### src/rtl/uart_pkg.sv
// Shared UART definitions: baud_set codes, FSM state encodings and the oversample divider function.
// Used by both the byte receiver and the byte transmitter.
package uart_pkg;

  localparam int TICKS_PER_BIT = 16;
  localparam int DIV_W         = 16;

  typedef enum logic [2:0] {
    BAUD_9600   = 3'd0,
    BAUD_19200  = 3'd1,
    BAUD_38400  = 3'd2,
    BAUD_57600  = 3'd3,
    BAUD_115200 = 3'd4
  } baud_e;

  typedef enum logic [1:0] {
    IDLE,
    START,
    DATA,
    STOP
  } fsm_state_e;

  // Clock cycles per oversample tick; codes 5..7 fall back to 9600.
  function automatic logic [DIV_W-1:0] baud_div(input int clk_freq, input logic [2:0] code);
    int baud;
    case (code)
      BAUD_19200:  baud = 19200;
      BAUD_38400:  baud = 38400;
      BAUD_57600:  baud = 57600;
      BAUD_115200: baud = 115200;
      default:     baud = 9600;
    endcase
    return DIV_W'(clk_freq / (baud * TICKS_PER_BIT));
  endfunction

endpackage

### src/rtl/uart_byte_rx_if.sv
// Signal bundle between a serial line driver/byte consumer (master) and the uart_byte_rx receiver (slave).
interface uart_byte_rx_if;
  logic       rs232_rx;
  logic [2:0] baud_set;
  logic [7:0] data_byte;
  logic       rx_done;
  logic       frame_err;
  logic       uart_state;

  modport master (
    output rs232_rx, baud_set,
    input  data_byte, rx_done, frame_err, uart_state
  );

  modport slave (
    input  rs232_rx, baud_set,
    output data_byte, rx_done, frame_err, uart_state
  );
endinterface

### src/rtl/uart_baud_tick.sv
// Oversample tick generator: divider is cleared and the baud code latched on clr, one-cycle tick at DIV-1.
module uart_baud_tick
  import uart_pkg::*;
#(
  parameter int CLK_FREQ = 50_000_000
) (
  input  logic       clk,
  input  logic       rst,
  input  logic       clr,
  input  logic [2:0] baud_set,
  output logic       tick
);

  logic [DIV_W-1:0] div_q;
  logic [DIV_W-1:0] cnt_q;

  // NOTE: clocked state uses non-blocking assignments so every flop samples pre-edge values.
  always_ff @(posedge clk) begin
    if (rst) begin
      div_q <= baud_div(CLK_FREQ, BAUD_9600);
      cnt_q <= '0;
    end else if (clr) begin
      div_q <= baud_div(CLK_FREQ, baud_set);
      cnt_q <= '0;
    end else if (tick) begin
      cnt_q <= '0;
    end else begin
      cnt_q <= cnt_q + DIV_W'(1);
    end
  end

  assign tick = (cnt_q == div_q - DIV_W'(1));

endmodule

### src/rtl/uart_byte_rx.sv
// 8N1 UART byte receiver with 16x oversampling, false-start rejection and stop-bit framing check.
// Optional macro UART_RX_MAJORITY_EN: 2-of-3 vote at s_cnt 7/8/9 instead of a single s_cnt 8 sample.
module uart_byte_rx
  import uart_pkg::*;
#(
  parameter int CLK_FREQ   = 50_000_000,
  parameter int OVERSAMPLE = TICKS_PER_BIT
) (
  input logic           clk,
  input logic           rst,
  uart_byte_rx_if.slave bus
);

  localparam int SW = $clog2(OVERSAMPLE);
  localparam logic [SW-1:0] S_LAST = SW'(OVERSAMPLE - 1);
  localparam logic [SW-1:0] S_MID  = SW'(OVERSAMPLE / 2);
`ifdef UART_RX_MAJORITY_EN
  localparam logic [SW-1:0] S_PRE    = SW'(OVERSAMPLE / 2 - 1);
  localparam logic [SW-1:0] S_DECIDE = SW'(OVERSAMPLE / 2 + 1);
`else
  localparam logic [SW-1:0] S_DECIDE = S_MID;
`endif

  fsm_state_e    state_q, state_d;
  logic [SW-1:0] s_cnt_q, s_cnt_d;
  logic [2:0]    bit_cnt_q, bit_cnt_d;
  logic [7:0]    shift_q, shift_d;
  logic [7:0]    data_byte_q, data_byte_d;
  logic          rx_done_q, rx_done_d;
  logic          frame_err_q, frame_err_d;
  logic          sync1_q, rx_s, rx_d;
  logic          start_edge, clr, tick, sample, bit_val;

  always_ff @(posedge clk) begin
    if (rst) begin
      sync1_q <= 1'b1;
      rx_s    <= 1'b1;
      rx_d    <= 1'b1;
    end else begin
      sync1_q <= bus.rs232_rx;
      rx_s    <= sync1_q;
      rx_d    <= rx_s;
    end
  end

  assign start_edge = rx_d & ~rx_s;
  assign sample     = tick && (s_cnt_q == S_DECIDE);

  uart_baud_tick #(.CLK_FREQ(CLK_FREQ)) u_tick (
    .clk      (clk),
    .rst      (rst),
    .clr      (clr),
    .baud_set (bus.baud_set),
    .tick     (tick)
  );

`ifdef UART_RX_MAJORITY_EN
  logic [1:0] vote_q;

  always_ff @(posedge clk) begin
    if (rst) begin
      vote_q <= 2'b11;
    end else if (tick && s_cnt_q == S_PRE) begin
      vote_q[0] <= rx_s;
    end else if (tick && s_cnt_q == S_MID) begin
      vote_q[1] <= rx_s;
    end
  end

  assign bit_val = (vote_q[0] & vote_q[1]) | (vote_q[0] & rx_s) | (vote_q[1] & rx_s);
`else
  assign bit_val = rx_s;
`endif

  // NOTE: every output of this block gets a default first, so no branch can infer a latch.
  always_comb begin
    state_d     = state_q;
    s_cnt_d     = s_cnt_q;
    bit_cnt_d   = bit_cnt_q;
    shift_d     = shift_q;
    data_byte_d = data_byte_q;
    rx_done_d   = 1'b0;
    frame_err_d = 1'b0;
    clr         = 1'b0;
    if (tick) s_cnt_d = s_cnt_q + SW'(1);
    case (state_q)
      IDLE: begin
        if (start_edge) begin
          state_d   = START;
          s_cnt_d   = '0;
          bit_cnt_d = '0;
          clr       = 1'b1;
        end
      end
      START: begin
        if (sample && bit_val)               state_d = IDLE;
        else if (tick && s_cnt_q == S_LAST)  state_d = DATA;
      end
      DATA: begin
        if (sample) shift_d = {bit_val, shift_q[7:1]};
        if (tick && s_cnt_q == S_LAST) begin
          bit_cnt_d = bit_cnt_q + 3'd1;
          if (bit_cnt_q == 3'd7) state_d = STOP;
        end
      end
      STOP: begin
        // Leaving at mid-stop lets a back-to-back start edge be caught.
        if (sample) begin
          state_d = IDLE;
          if (bit_val) begin
            data_byte_d = shift_q;
            rx_done_d   = 1'b1;
          end else begin
            frame_err_d = 1'b1;
          end
        end
      end
      default: state_d = IDLE;
    endcase
  end

  always_ff @(posedge clk) begin
    if (rst) begin
      state_q     <= IDLE;
      s_cnt_q     <= '0;
      bit_cnt_q   <= '0;
      shift_q     <= '0;
      data_byte_q <= 8'h00;
      rx_done_q   <= 1'b0;
      frame_err_q <= 1'b0;
    end else begin
      state_q     <= state_d;
      s_cnt_q     <= s_cnt_d;
      bit_cnt_q   <= bit_cnt_d;
      shift_q     <= shift_d;
      data_byte_q <= data_byte_d;
      rx_done_q   <= rx_done_d;
      frame_err_q <= frame_err_d;
    end
  end

  assign bus.data_byte  = data_byte_q;
  assign bus.rx_done    = rx_done_q;
  assign bus.frame_err  = frame_err_q;
  assign bus.uart_state = (state_q != IDLE);

endmodule

### src/flat_wrapper.sv
// flat-port wrapper written by rule: the top's interface ports become plain ports
module uart_byte_rx_flat import uart_pkg::*;
#(
  parameter int CLK_FREQ   = 50_000_000,
  parameter int OVERSAMPLE = TICKS_PER_BIT
)
  (clk, rst, bus_rs232_rx, bus_baud_set, bus_data_byte, bus_rx_done, bus_frame_err, bus_uart_state);
  uart_byte_rx_if bus_i ();
  input logic clk;
  input logic rst;
  input wire logic [$bits(bus_i.rs232_rx)-1:0] bus_rs232_rx;
  input wire logic [$bits(bus_i.baud_set)-1:0] bus_baud_set;
  output wire logic [$bits(bus_i.data_byte)-1:0] bus_data_byte;
  output wire logic [$bits(bus_i.rx_done)-1:0] bus_rx_done;
  output wire logic [$bits(bus_i.frame_err)-1:0] bus_frame_err;
  output wire logic [$bits(bus_i.uart_state)-1:0] bus_uart_state;
  assign bus_i.rs232_rx = bus_rs232_rx;
  assign bus_i.baud_set = bus_baud_set;
  assign bus_data_byte = bus_i.data_byte;
  assign bus_rx_done = bus_i.rx_done;
  assign bus_frame_err = bus_i.frame_err;
  assign bus_uart_state = bus_i.uart_state;
  uart_byte_rx #(.CLK_FREQ(CLK_FREQ), .OVERSAMPLE(OVERSAMPLE)) u_core (.clk(clk), .rst(rst), .bus(bus_i));
endmodule
### config.mk
export PLATFORM = sky130hd
export DESIGN_NAME = uart_byte_rx_flat
export DESIGN_NICKNAME = d
export VERILOG_FILES = /design/src/rtl/uart_pkg.sv /design/src/rtl/uart_byte_rx_if.sv /design/src/rtl/uart_baud_tick.sv /design/src/rtl/uart_byte_rx.sv /design/src/flat_wrapper.sv
export SDC_FILE = /design/constraint.sdc
export NUM_CORES = 1
export LEC_CHECK = 0
export ABC_AREA = 0
export BUFFER_PORTS_ARGS = -buffer_cell sky130_fd_sc_hd__buf_2
export CAP_MARGIN = 20
export CORE_MARGIN = 8
export CORE_UTILIZATION = 26
export CTS_CLUSTER_SIZE = 12
export DETAILED_ROUTE_END_ITERATION = 12
export PLACE_DENSITY = 0.47
export SLEW_MARGIN = 20
export SYNTH_ARGS = -nofsm -noshare
export SYNTH_HDL_FRONTEND = slang
export SYNTH_HIERARCHICAL = 1
export SYNTH_SLANG_ARGS = --single-unit
export TNS_END_PERCENT = 50
### constraint.sdc
create_clock -name clk -period 37.4 [get_ports clk]
set_clock_uncertainty 0.2 [all_clocks]
set_input_delay 3.74 -clock clk [delete_from_list [all_inputs] [get_ports clk]]
set_output_delay 3.74 -clock clk [all_outputs]
set_load 0.1 [all_outputs]
==> metrics.txt <==
first-pass GRT wire length 58.8 mm; Worst-Skew Late Latency 0.33 ns; Final min period 35.23 ns; #FFs+latches synth 62; die width 220 um; worst hold start u_core/sync1_q; setup ws final 2.17 ns; status completed; commonest cells after routing, fill and taps aside nor2_1, a21oi_1, nand2_1; Req. time, crit path 37.39 ns; Layout area overhead 13.9%; Top FF cell, synth dfxtp_1; CP max-delay cell ha_1; YS warnings 6; post-synth cell types 100; DIE AREA 0.0482 mm2; R2R depth 11; post-route antenna net violation count 0; Hold Crit Class flop to flop; max cap viols 0; f_max 28.4 MHz; RD Place Congestion 0.879; final hold slack 0.227 ns; FF-to-FF Start u_core/u_tick/div_q[3]; Hold Buf Count CTS 0; clock root buffer clkbuf_16; Hold Path Sink u_core/bit_val; die span in y 220 um; FF-to-FF End u_core/state_q[0]; # H-tree levels 3; wire per inst 17.9 um; Post-Syn Area per Cell 7.14 um2; # rows 74; Startpoint Class primary input; Starting Density 26.4%; area of the core 0.0408 mm2; number of I/O pins 17; Final Setup Violations 0; total iterations of the first detailed-routing run 5; CP peak stage delay 0.44 ns; Global Route Usage Sum 15.1%; CTS clk-pin slew, worst paths 0.06 ns; most common cell after layout, fill and taps aside nor2_1; initial antenna violation count 0; CTS tree yes; Nets 1692; share of cells above drive strength 1 13.0%; worst reg2reg setup slack 32.72 ns; Post-Syn Instances 1508; Netlist Area Pre-Place 0.0108 mm2; DRT iter0 DRCs 919; number of global-route vias before repair 10700; EDFF count, synth 0; post-route clock period utilization 94.2%; Crit Path Max Fanout 20; DRC errors left 0; sequential area share after synthesis 11.5%; fin. max-slew vios 0; TritonCTS sink count 62; Max clock buf depth 2; buffers added on ports 16; Worst setup EP type flop; worst-margin pin slew 1.04 ns; GR Overflow Total 0; Num CTS Buffers 9; Total Wirelength 37.7 mm; most used cell, CP ha_1; async set-reset flop share out of synthesis 0%; CP Class primary input to flop; via-per-instance ratio 5.53; DP Worst Slack -0.231 ns; Fin. Hold Viols 0; largest net degree at the start of global routing 45; DP HPWL 29.0 mm; number of vias in the routed layout 11600; hold path depth 1; slew margin rel. 30.0%; critical path arrival 35.22 ns
-- what timing repair did --
item | in CTS | in global routing
gates resized for setup | 0 | 25
setup buffers | 0 | 14
endpoints found under the setup margin | 0 | 2
-- synth_stat cells (all sizes together), types with 8 or more instances --
cell	n	area, um2
o31ai	27	249
clkbuf	33	125
ha	119	1490
buf	22	138
mux2	20	225
and2	17	106
nor2b	17	106
o211ai	27	203
nand3	49	245
nor3	40	211
o21a	19	143
or2	18	113
a22oi	8	60.1
a21o	38	285
nand2	127	477
xnor2	55	482
dfxtp	62	1240
nand4	34	213
xor2	44	385
nor4	13	87.6
a31oi	15	109
inv	51	191
mux2i	16	160
a21oi	149	753
a211oi	28	210
nor2	163	614
and3	17	106
o21ai	110	566
or3	13	81.3
nand2b	24	153
o21bai	11	82.6
-- how the worst max path moves through the flow --
stage | from | endpoint | slack, ns | depth (start not counted)
final | bus_baud_set[1] | u_core/u_tick/div_q[0] | 2.17 | 155
after global routing | bus_baud_set[1] | u_core/u_tick/div_q[0] | -0.02 | 158
after global placement | bus_baud_set[1] | u_core/u_tick/div_q[0] | 0.61 | 159
after floorplan | bus_baud_set[1] | u_core/u_tick/div_q[0] | 0.56 | 169
after CTS | bus_baud_set[1] | u_core/u_tick/div_q[0] | 0.03 | 158
after detailed placement | bus_baud_set[1] | u_core/u_tick/div_q[0] | -0.23 | 159
-- state kept, by name (all words and copies together), names as in the netlist, named ones only --
| register | cells |
|---|---|
| u_core/bus.rx_done | 1 |
| u_core/u_tick/div_q | 16 |
| u_core/u_tick/cnt_q | 16 |
| u_core/state_q | 1 |
| u_core/bit_cnt_q | 3 |
| u_core/shift_q | 8 |
| u_core/sync1_q | 1 |
| u_core/bus.data_byte | 8 |
| u_core/s_cnt_q | 4 |
| u_core/bus.frame_err | 1 |
| u_core/bit_val | 1 |
| u_core/rx_d | 1 |
-- kinds of logic (layout without fill, tap and decap cells) --
family / Yosys count / in the layout / synth area share [%]
XOR/XNOR: 99 / 99 / 8.05
buffers and inverters: 107 / 166 / 4.25
AND/OR/NAND/NOR: 567 / 567 / 26.3
AO/OA/AOI/OAI: 517 / 518 / 32.4
multiplexers: 36 / 36 / 3.58
other: 1 / 6 / 0.0348
flip-flops: 62 / 62 / 11.5
adder cells (fa/ha/maj): 119 / 119 / 13.8
-- stage by stage --
step	instance area (um2)	setup TNS [ns]	util, %	cells
after floorplan	10800	0	-	1512
after global placement	11800	0	28.9	2073
after detailed placement	11800	-0.231	28.9	2073
after CTS	12100	0	29.6	2089
after global routing	12300	-0.0243	30.0	2104
final	12300	0	30.0	2105
-- layer usage --
metal  vias to the layer above  track usage (%)  wire, um
met5                         -                0         0
met4                         0             4.14       790
met3                        54             2.10      2000
met2                       341             23.9     16600
met1                      5467             21.0     18200
li1                       5783                -         -
-- worst max-delay path: cells and delay by family --
family,cells,cell delay (ns)
simple gates,47,7.30
compound gates,74,15.08
xor+xnor,1,0.32
fa+ha+maj,17,5.51
mux,4,1.08
buf+inv,12,2.18
-- area by class of cell --
class	instances	area [um2]
timing repair buffer	98	699
tap	532	666
sequential	62	1240
inverter	52	195
clock inverter	6	46.3
clock buffer	10	239
multi-input combinational	1344	9180
antenna	1	2.50
fill	4415	28600
Power is not shown: default switching activity piles up to over one toggle a cycle in this logic, so the estimate is an artifact.
